$ cat config.mk
export PLATFORM = sky130hd
export DESIGN_NAME = max_pool_1_flat
export DESIGN_NICKNAME = d
export VERILOG_FILES = /design/src/rtl/max_pool_1_pkg.sv /design/src/rtl/max_pool_1_if.sv /design/src/rtl/max_pool_1_max2_s.sv /design/src/rtl/max_pool_1.sv /design/src/flat_wrapper.sv
export SDC_FILE = /design/constraint.sdc
export NUM_CORES = 1
export LEC_CHECK = 0
export BUFFER_PORTS_ARGS = -buffer_cell sky130_fd_sc_hd__clkbuf_2
export CORE_UTILIZATION = 40
export DETAILED_ROUTE_END_ITERATION = 7
export SLEW_MARGIN = 20
export SYNTH_ARGS = -nofsm -noshare
export SYNTH_HDL_FRONTEND = slang
export SYNTH_SLANG_ARGS = --single-unit
$ cat constraint.sdc
create_clock -name clk -period 7.55 [get_ports clk]
set_input_delay 1.51 -clock clk [delete_from_list [all_inputs] [get_ports clk]]
set_output_delay 1.51 -clock clk [all_outputs]
set_load 0.01 [all_outputs]
$ cat src/rtl/max_pool_1_pkg.sv
// ---------------------------------------------------------------------------
// max_pool_1_pkg
// Shared definitions for the LeNet pooling stage and its neighbours:
// activation width, default feature-map size and the signed pixel type.
// ---------------------------------------------------------------------------
package max_pool_1_pkg;

    localparam int DATA_SIZE = 8;
    localparam int IMG_W_DEF = 24;
    localparam int IMG_H_DEF = 24;

    typedef logic signed [DATA_SIZE-1:0] pixel_t;

endpackage

$ cat src/rtl/max_pool_1_if.sv
// ---------------------------------------------------------------------------
// max_pool_1_if
// Pixel stream in / pooled stream out for max_pool_1.
//   din_valid  : din carries a pixel this cycle
//   din        : signed pixel, raster order
//   dout_valid : one-cycle pulse per pooled result
//   dout       : signed 2x2 maximum, held between pulses
//   frame_done : pulse coinciding with the last pooled result of a frame
// master = pixel producer / result consumer, slave = pooling block.
// ---------------------------------------------------------------------------
interface max_pool_1_if #(
    parameter int DATA_SIZE = max_pool_1_pkg::DATA_SIZE
);

    logic                        din_valid;
    logic signed [DATA_SIZE-1:0] din;
    logic                        dout_valid;
    logic signed [DATA_SIZE-1:0] dout;
    logic                        frame_done;

    modport master (
        output din_valid,
        output din,
        input  dout_valid,
        input  dout,
        input  frame_done
    );

    modport slave (
        input  din_valid,
        input  din,
        output dout_valid,
        output dout,
        output frame_done
    );

endinterface

$ cat src/rtl/max_pool_1_max2_s.sv
// ---------------------------------------------------------------------------
// max2_s
// Combinational signed maximum of two DATA_SIZE values.
//   a, b : signed operands
//   y    : max(a, b); on a tie either operand is the same value
// ---------------------------------------------------------------------------
module max2_s #(
    parameter int DATA_SIZE = max_pool_1_pkg::DATA_SIZE
) (
    input  logic signed [DATA_SIZE-1:0] a,
    input  logic signed [DATA_SIZE-1:0] b,
    output logic signed [DATA_SIZE-1:0] y
);

    assign y = (a >= b) ? a : b;

endmodule

$ cat src/rtl/max_pool_1.sv
// ---------------------------------------------------------------------------
// max_pool_1
// 2x2, stride-2 max pooling over a raster-order single-channel feature map.
// Even rows fold each horizontal pair into a half-width line buffer; odd
// rows fold their pair with the stored value and emit one result per window.
// Optional fused ReLU: define MAX_POOL_RELU_EN to clamp negative inputs to 0.
//
// Ports:
//   clk : clock, rising edge
//   rst : synchronous active-high reset
//   bus : max_pool_1_if.slave (din_valid/din in, dout_valid/dout/frame_done out)
// ---------------------------------------------------------------------------
module max_pool_1 #(
    parameter int DATA_SIZE = max_pool_1_pkg::DATA_SIZE,
    parameter int IMG_W     = max_pool_1_pkg::IMG_W_DEF,
    parameter int IMG_H     = max_pool_1_pkg::IMG_H_DEF
) (
    input  logic        clk,
    input  logic        rst,
    max_pool_1_if.slave bus
);

    import max_pool_1_pkg::*;

    localparam int CW   = (IMG_W > 2) ? $clog2(IMG_W) : 1;
    localparam int RW   = (IMG_H > 2) ? $clog2(IMG_H) : 1;
    localparam int LB_D = IMG_W / 2;
    localparam int LBW  = (LB_D > 1) ? $clog2(LB_D) : 1;

    logic [CW-1:0]               col;
    logic [RW-1:0]               row;
    logic signed [DATA_SIZE-1:0] h_reg;
    logic signed [DATA_SIZE-1:0] pix_in;
    logic signed [DATA_SIZE-1:0] hmax;
    logic signed [DATA_SIZE-1:0] vmax;
    logic signed [DATA_SIZE-1:0] lb_rd;
    logic signed [DATA_SIZE-1:0] linebuf [LB_D];
    logic [LBW-1:0]              lb_idx;
    logic                        col_last;
    logic                        row_last;
    logic                        lb_we;

`ifdef MAX_POOL_RELU_EN
    assign pix_in = bus.din[DATA_SIZE-1] ? '0 : bus.din;
`else
    assign pix_in = bus.din;
`endif

    assign lb_idx   = LBW'(col >> 1);
    assign lb_rd    = linebuf[lb_idx];
    assign col_last = (col == CW'(IMG_W - 1));
    assign row_last = (row == RW'(IMG_H - 1));
    assign lb_we    = !rst && bus.din_valid && col[0] && !row[0];

    max2_s #(.DATA_SIZE(DATA_SIZE)) u_hmax (
        .a (h_reg),
        .b (pix_in),
        .y (hmax)
    );

    max2_s #(.DATA_SIZE(DATA_SIZE)) u_vmax (
        .a (lb_rd),
        .b (hmax),
        .y (vmax)
    );

    // Every entry is rewritten in an even row before the odd row reads it,
    // so the array carries no reset.
    always_ff @(posedge clk) begin
        if (lb_we) begin
            linebuf[lb_idx] <= hmax;
        end
    end

    always_ff @(posedge clk) begin
        if (rst) begin
            col            <= '0;
            row            <= '0;
            h_reg          <= '0;
            bus.dout       <= '0;
            bus.dout_valid <= 1'b0;
            bus.frame_done <= 1'b0;
        end else begin
            bus.dout_valid <= 1'b0;
            bus.frame_done <= 1'b0;
            if (bus.din_valid) begin
                if (!col[0]) begin
                    h_reg <= pix_in;
                end else if (row[0]) begin
                    bus.dout       <= vmax;
                    bus.dout_valid <= 1'b1;
                    bus.frame_done <= row_last && col_last;
                end

                if (col_last) begin
                    col <= '0;
                    row <= row_last ? '0 : row + 1'b1;
                end else begin
                    col <= col + 1'b1;
                end
            end
        end
    end

endmodule

$ cat src/flat_wrapper.sv
// flat-port wrapper written by rule: the top's interface ports become plain ports
module max_pool_1_flat import max_pool_1_pkg::*;
#(
    parameter int DATA_SIZE = max_pool_1_pkg::DATA_SIZE,
    parameter int IMG_W     = max_pool_1_pkg::IMG_W_DEF,
    parameter int IMG_H     = max_pool_1_pkg::IMG_H_DEF
)
  (clk, rst, bus_din_valid, bus_din, bus_dout_valid, bus_dout, bus_frame_done);
  max_pool_1_if #(.DATA_SIZE(DATA_SIZE)) bus_i ();
  input  logic clk;
  input  logic rst;
  input wire logic [$bits(bus_i.din_valid)-1:0] bus_din_valid;
  input wire logic [$bits(bus_i.din)-1:0] bus_din;
  output wire logic [$bits(bus_i.dout_valid)-1:0] bus_dout_valid;
  output wire logic [$bits(bus_i.dout)-1:0] bus_dout;
  output wire logic [$bits(bus_i.frame_done)-1:0] bus_frame_done;
  assign bus_i.din_valid = bus_din_valid;
  assign bus_i.din = bus_din;
  assign bus_dout_valid = bus_i.dout_valid;
  assign bus_dout = bus_i.dout;
  assign bus_frame_done = bus_i.frame_done;
  max_pool_1 #(.DATA_SIZE(DATA_SIZE), .IMG_W(IMG_W), .IMG_H(IMG_H)) u_core (.clk(clk), .rst(rst), .bus(bus_i));
endmodule
==> summary.md, run 1 <==
| Metric | Value |
|---|---|
| H-tree depth | `4` |
| Pwr dens | `between 200 and 300 nW/um2` |
| Post-detail-place hpwl | `about 7.0 mm` |
| Worst Tran Pin Value | `a little under 1000 ps` |
| CTS tree | `done` |
| CTS resizes | `0` |
| R2r endpoint | `u_core.bus.dout[3]` |
| Max-slew violation count | `0` |
| Max Cap Viol | `0` |
| Placer Congestion | `about 0.82` |
| Clk_skew | `between 10 and 15 ps` |
| Setup TNS | `0 ps` |
| Placed Area | `5680 um2` |
| Reg clk slew, reported paths | `about 60 ps` |
| Yosys top cell by area | `edfxtp_1` |
| # nets final | `425` |
| Post-Syn Area | `between 5000 and 6000 um2` |
| Finished layout cell area | `roughly 6300 um2` |
| Required @ worst endpoint | `between 7000 and 8000 ps` |
| Antenna viol nets, final | `0` |
| Async S/R FF share, synth | `0` |
| Total grt overflow | `0` |
| Synth Register Bits | `128` |
| Height of the die | `about 120 um` |
| Peak supply drop | `between 0.15 and 0.2 mV` |
| Initial antenna violation count | `0` |
| # IOs | `21` |
| Primary FF master, synth | `edfxtp_1` |
| Wirelength, routed | `~11 mm` |
| Hold path endpoint | `u_core.h_reg[2]` |
| Worst Path Max Fanout | `14` |
| First-pass GRT wire length | `approximately 18 mm` |
| Hold depth | `2` |
| Class of the tightest hold or removal check | `flip-flop to flip-flop` |
| Top-count cell post-synth | `edfxtp_1` |
| Slew margin rel. | `0.341` |
| CP arrival | `~4700 ps` |
| Clock root buffer | `clkbuf_16` |
| Via Count | `~3,000` |
| RSZ-0062 raised after global routing | `false` |
| Die ar. | `14,000 um2` |
| # Post-CTS Setup Buffers | `0` |
| Cts hold-fix bufs | `0` |
| Post-synth EDFFs | `96` |
| Layout cells sized above 1 | `0.215` |
| Max reg flops | `96` |
| Rows | `42` |
| Tmin final | `4420 ps` |
| N_diodes | `0` |
| Main area contributors after synthesis | `edfxtp_1 (53%), dfxtp_1 (12%), mux4_2 (9.5%)` |
| P&R area growth vs syn | `15.9%` |
| Synth cell count leaders | `edfxtp_1 (96), nand2_1 (34), dfxtp_1 (32), nor2_1 (28), mux4_2 (23)` |
| Detail-routed via count per cell | `approximately 5.2` |
| R2R setup slack | `between 3000 and 4000 ps` |
| Core area | `between 10,000 and 15,000 um2` |
| Worst setup SP type | `input pin` |
| Syn avg cell area | `14.7 um2` |
| Status | `complete, no violations` |
| Hold path startpoint | `u_core.h_reg[2]` |
| Number of DRC markers in iteration 0 | `between 200 and 300` |
| Count of cell types in the netlist | `37` |
| Tot GR Track Use | `0.171` |
| Pin count of the biggest net entering global routing | `22` |
| Post-synthesis sequential area ratio | `0.649` |
| TritonCTS Buffers | `17` |
| CP endpoint kind | `flip-flop` |
| Post-DR wirelength/cell | `between 15 and 20 um` |
| Max Buffers Root-to-Sink | `2` |
| Pre-Repair DR Iteration Count | `6` |
| Port bufs | `20` |
| Latest clock arrival within the worst-skew pair | `400 ps` |
| DR DRC count | `0` |
| Fin. Hold Viols | `0` |
| Worst reg-to-reg path cell count | `11` |
| Initial Utilization | `0.410` |
| Kind of critical path | `input pin to flip-flop` |
| Endpoints failing setup | `0` |
| Pre-CTS WS | `2760 ps` |
| Achievable frequency | `between 0.2 and 0.25 GHz` |
| Final worst slack | `3130 ps` |
| Vias in the first global route | `just over 3,000` |
| Synth Warn # | `0` |
| Post-Syn Instances | `approximately 370` |
| Die X-Extent | `around 120 um` |
| Post-Syn Nets | `a little under 400` |
| Static leakage | `roughly 0.0022 uW` |
| Clock sink total | `roughly 130` |
| Top cell type's share of synthesized area | `0.531` |
| Final period utilization | `0.586` |
-- metal layers --
metal	vias to the layer above	part of all wire	track usage
met1	1531	0.47	0.233
met2	62	0.48	0.266
met5	-	0	0
met3	6	0.042	0.0507
li1	1448	-	-
met4	0	0.0073	0.0498
-- logic make-up (layout without fill, tap and decap cells) --
logic type               Yosys count  after routing  share of synthesized area
flip-flops                       128            128                      0.649
AND/OR/NAND/NOR                  101            101                     0.0872
AO/OA/AOI/OAI                     45             45                     0.0544
multiplexers                      42             42                      0.135
buffers and inverters             32             73                     0.0288
adder cells (fa/ha/maj)           18             18                     0.0415
XOR/XNOR                           2              2                    0.00323
-- per-stage QoR --
| stage | hold WS, ps | power [uW] | utilization | cells |
|---|---|---|---|---|
| global route | 496 | 1790 | 0.475 | 585 |
| global placement | 460 | 913 | 0.429 | 553 |
| finish | 479 | 1730 | 0.475 | 585 |
| CTS | 478 | 1740 | 0.475 | 585 |
| detailed placement | 471 | 916 | 0.429 | 553 |
| floorplan | 446 | 881 | - | 368 |
-- worst max-delay path: stages --
cell and delay [ps]:
clkbuf_2 110, inv_1 50, ha_1 290, o21ai_0 80, a21oi_1 150, nor3_1 90
o31ai_4 420, mux2_2 550, ha_1 340, o21ai_0 190, a21oi_1 80, o21ai_0 300
nor2_1 210, a221o_1 330
-- report_power, final --
group | switching (uW) | leakage, uW | internal (uW)
clock | 297 | 0.000289 | 528
combinational | 73.5 | 0.000776 | 42.1
sequential | 7.05 | 0.00113 | 779
total | 378 | 0.00220 | 1350
-- cell usage in the layout (no fill, tap or decap), types with 4 or more instances in the layout --
cell type   n
a21oi_1    17
a221o_1     8
and2_1      9
clkbuf_16  17
clkbuf_2   20
dfxtp_1    32
edfxtp_1   96
ha_1       18
inv_1      18
mux2_2      8
mux2i_1    10
mux4_2     23
nand2_1    34
nand2b_1    4
nand3_1     6
nor2_1     28
nor3_1      6
o21ai_0     6
o21ai_1     7
-- final cells by class --
type / count / area [um2]
Timing Repair Buffer: 23 / 123
Clock buffer: 19 / 443
Inverter: 18 / 67.6
Fill cell: 1178 / 6950
Multi-Input combinational cell: 208 / 1750
Clock inverter: 13 / 163
Sequential cell: 128 / 3520
Tap cell: 176 / 220
-- worst max-delay path by stage --
stage	from	endpoint	slack (ps)	depth (start not counted)
CTS	bus_din[3]	u_core.bus.dout[3]	3170	15
floorplan	bus_din[2]	u_core.bus.dout[5]	3260	15
global placement	bus_din[3]	u_core.bus.dout[7]	2880	15
finish	bus_din[3]	u_core.bus.dout[3]	3130	14
detailed placement	bus_din[3]	u_core.bus.dout[6]	2760	15
global route	bus_din[3]	u_core.bus.dout[7]	2860	15
Note: power is estimated with default switching activity, not from simulation.
==> inputs of run 2 (changes only) <==
--- a/config.mk
+++ b/config.mk
@@ -5,6 +5,7 @@
 export SDC_FILE = /design/constraint.sdc
 export NUM_CORES = 1
 export LEC_CHECK = 0
+export ABC_AREA = 1
 export BUFFER_PORTS_ARGS = -buffer_cell sky130_fd_sc_hd__clkbuf_2
 export CORE_UTILIZATION = 40
 export DETAILED_ROUTE_END_ITERATION = 7
==> constraint.sdc (replaced) <==
create_clock -name clk -period 4.41 [get_ports clk]
set_input_delay 0.882 -clock clk [delete_from_list [all_inputs] [get_ports clk]]
set_output_delay 0.882 -clock clk [all_outputs]
set_load 0.01 [all_outputs]
==> summary.md, run 2 <==
| Metric | Value |
|---|---|
| Status | `complete, no violations` |
| # IOs | `21 (unchanged)` |
| Synth cell count leaders | `nand2_1 (126), edfxtp_1 (96), nor2_1 (71), inv_1 (56), o21ai_0 (40)` |
| Post-DR wirelength/cell | `16.0 um (-14%)` |
| Filler instances | `1,315 (+12%)` |
| GR peak layer | `met2` |
| Rows | `43 (+2.4%)` |
| Worst Path Max Fanout | `9 (-5)` |
| First-pass GRT wire length | `20.5 mm (+17%)` |
| CTS resizes | `0 (unchanged)` |
| Detail-routed via count per cell | `5.19 (-0.29%)` |
| Initial Utilization | `0.412 (+0.00237)` |
| Footprint of the multi-input gates | `1880 um2 (+7.1%)` |
| Worst setup SP type | `input pin` |
| # nets final | `633 (+49%)` |
| Fin. Hold Viols | `0 (unchanged)` |
| Post-Syn Area | `5740 um2 (+5.8%)` |
| Routing usage on met1 | `0.235 (+0.00230)` |
| Placer Congestion | `0.898 (+9.3%)` |
| Pin count of the biggest net entering global routing | `57 (+160%)` |
| Syn avg cell area | `9.97 um2 (-32%)` |
| Antenna viol nets, final | `0 (unchanged)` |
| Core area | `13,900 um2 (+5.2%)` |
| Peak supply drop | `0.235 mV (+54%)` |
| Clock sink total | `128 (unchanged)` |
| Tot GR Track Use | `0.187 (+0.0161)` |
| Reg clk slew, reported paths | `60 ps (about the same)` |
| Number of DRC markers in iteration 0 | `351 (+38%)` |
| Die ar. | `14,800 um2 (+5.7%)` |
| Total grt overflow | `0 (unchanged)` |
| Post-synthesis sequential area ratio | `0.614 (-0.0358)` |
| RSZ-0062 raised after global routing | `false` |
| Max reg flops | `96 (unchanged)` |
| M2 GR Usage | `0.303 (+0.0368)` |
| Layout cells sized above 1 | `0.118 (-0.0968)` |
| Post-synth EDFFs | `96 (unchanged)` |
| Pwr dens | `466 nW/um2 (+70%)` |
| Die X-Extent | `122 um (+2.8%)` |
| P&R area growth vs syn | `14.8%` |
| Setup TNS | `0 ps (unchanged)` |
| Max Cap Viol | `0 (unchanged)` |
| Synth Register Bits | `128 (unchanged)` |
| Slew margin rel. | `0.417 (+0.0754)` |
| CP endpoint kind | `flip-flop` |
| Final period utilization | `0.798` |
| Achievable frequency | `between 0.2 and 0.3 GHz` |
| Sequential cell area | `3520 um2 (unchanged)` |
| Finished layout cell area | `6590 um2 (+4.8%)` |
| H-tree depth | `4 (unchanged)` |
| Clock root buffer | `clkbuf_16` |
| Height of the die | `122 um (+2.8%)` |
| Pre-Repair DR Iteration Count | `5 (-1)` |
| Static leakage | `0.00263 uW (+20%)` |
| Final cell count without fillers | `797 (+36%)` |
| Clk_skew | `8.22 ps (-2.28 ps)` |
| Most frequent cells in the layout | `nand2_1 (126), edfxtp_1 (96), nor2_1 (71), inv_1 (56), o21ai_0 (40)` |
| Via Count | `4,139 (+36%)` |
| Dpl cells | `765 (+38%)` |
| CP arrival | `3820 ps (-890 ps)` |
| N_diodes | `0 (unchanged)` |
| Max Buffers Root-to-Sink | `2 (unchanged)` |
| # Post-CTS Setup Buffers | `0 (unchanged)` |
| Synth Warn # | `0 (unchanged)` |
| Tmin final | `~3500 ps` |
| Leading cell type in the layout, fill and taps excluded | `nand2_1` |
| CTS tree | `done` |
| Worst Tran Pin Value | `872 ps (-115 ps)` |
| TritonCTS Buffers | `17 (unchanged)` |
| Max-slew violation count | `0 (unchanged)` |
| Top cell type's share of synthesized area | `0.502 (-0.0293)` |
| Class of the tightest hold or removal check | `flip-flop to flip-flop` |
| Placed Area | `6010 um2 (+5.8%)` |
| Vias in the first global route | `4,095 (+32%)` |
| Fin util | `0.473 (-0.00194)` |
| Initial antenna violation count | `0 (unchanged)` |
| Post-Syn Nets | `605 (+52%)` |
| Cts hold-fix bufs | `0 (unchanged)` |
| Primary FF master, synth | `edfxtp_1` |
| Port bufs | `20 (unchanged)` |
| Count of cell types in the netlist | `30 (-19%)` |
| Kind of critical path | `input pin to flip-flop` |
| Main area contributors after synthesis | `edfxtp_1 (50%), dfxtp_1 (11%), nand2_1 (8.2%)` |
| Latest clock arrival within the worst-skew pair | `420 ps (+20 ps)` |
| Endpoints failing setup | `0 (unchanged)` |
| Global routing met3 resource utilization | `0.0543 (+0.00363)` |
| Yosys top cell by area | `edfxtp_1` |
| Async S/R FF share, synth | `0 (unchanged)` |
| Post-Syn Instances | `576 (+57%)` |
| Post-detail-place hpwl | `8.49 mm (+21%)` |
| DR DRC count | `0 (unchanged)` |
| Top-count cell post-synth | `nand2_1` |
| Required @ worst endpoint | `4700 ps (-3140 ps)` |
| Wirelength, routed | `12.7 mm (+17%)` |
-- run 2: cell count changes in the layout (fill, tap and decap cells not counted), sizes merged, moves of 9 or more --
cell   before  now
and2        9    0
o21ai      13   44
nor2       28   73
a21oi      18   37
nand4       1   11
mux4       24    0
nand3       6   33
inv        19   57
nand2      34  128
mux2i      10    0
-- run 2: cell families (layout without fill, tap and decap cells) --
| logic type | after synthesis | count (layout) | share of synthesized area |
|---|---|---|---|
| XOR/XNOR | 1 | 1 | 0.00153 |
| buffers and inverters | 78 | 119 | 0.0597 |
| flip-flops | 128 | 128 | 0.614 |
| AND/OR/NAND/NOR | 249 | 249 | 0.182 |
| AO/OA/AOI/OAI | 102 | 102 | 0.104 |
| adder cells (fa/ha/maj) | 18 | 18 | 0.0392 |
-- run 2: metal layers --
metal / share of wire / routed length, um
met5: 0 / 0
met4: 0.014 / 182
met3: 0.056 / 718
met2: 0.47 / 6030
met1: 0.46 / 5810
-- run 2: through the flow --
stage	hold WS (ps)	power, uW	setup slack [ps]
6_report	479	3070	889
2_1_floorplan	458	1600	797
3_5_place_dp	469	1710	519
5_1_grt	497	3180	592
3_3_place_gp	461	1700	600
4_1_cts	479	3090	952
-- run 2: area by class of cell --
cell class	count	area share
Clock buffer	19	0.0657
Sequential cell	128	0.535
Multi-Input combinational cell	370	0.285
Tap cell	180	0.0342
Clock inverter	13	0.0220
Inverter	57	0.0325
Timing Repair Buffer	30	0.0266
-- run 2: power by group --
group	switching [uW]	internal, uW
combinational	229	102
clock	509	877
sequential	9.80	1340
total	748	2320
-- run 2: final timing paths --
check                           cells past startpoint  slack, ps                 end               start
worst min-delay path                                2        480  u_core.bus.dout[3]  u_core.bus.dout[3]
worst min register to register                      2        480  u_core.bus.dout[3]  u_core.bus.dout[3]
worst max register to register                     19       1160  u_core.bus.dout[4]           flip-flop
worst max-delay path                               20        890  u_core.bus.dout[4]          bus_din[7]
-- run 2: critical path, stage by stage --
cell      delay, ps
clkbuf_2         90
inv_1            50
ha_1            350
a21o_1          190
nor2_1          170
nand3_2         200
nand3_2         200
nand2_1         110
nand2_1          90
inv_1            50
ha_1            320
nand2_1          80
nor2_1          160
nand2_1          90
nand3_1         100
nand3_2         170
inv_1           240
nand3_1         110
nand2_1          90
a21oi_2          50
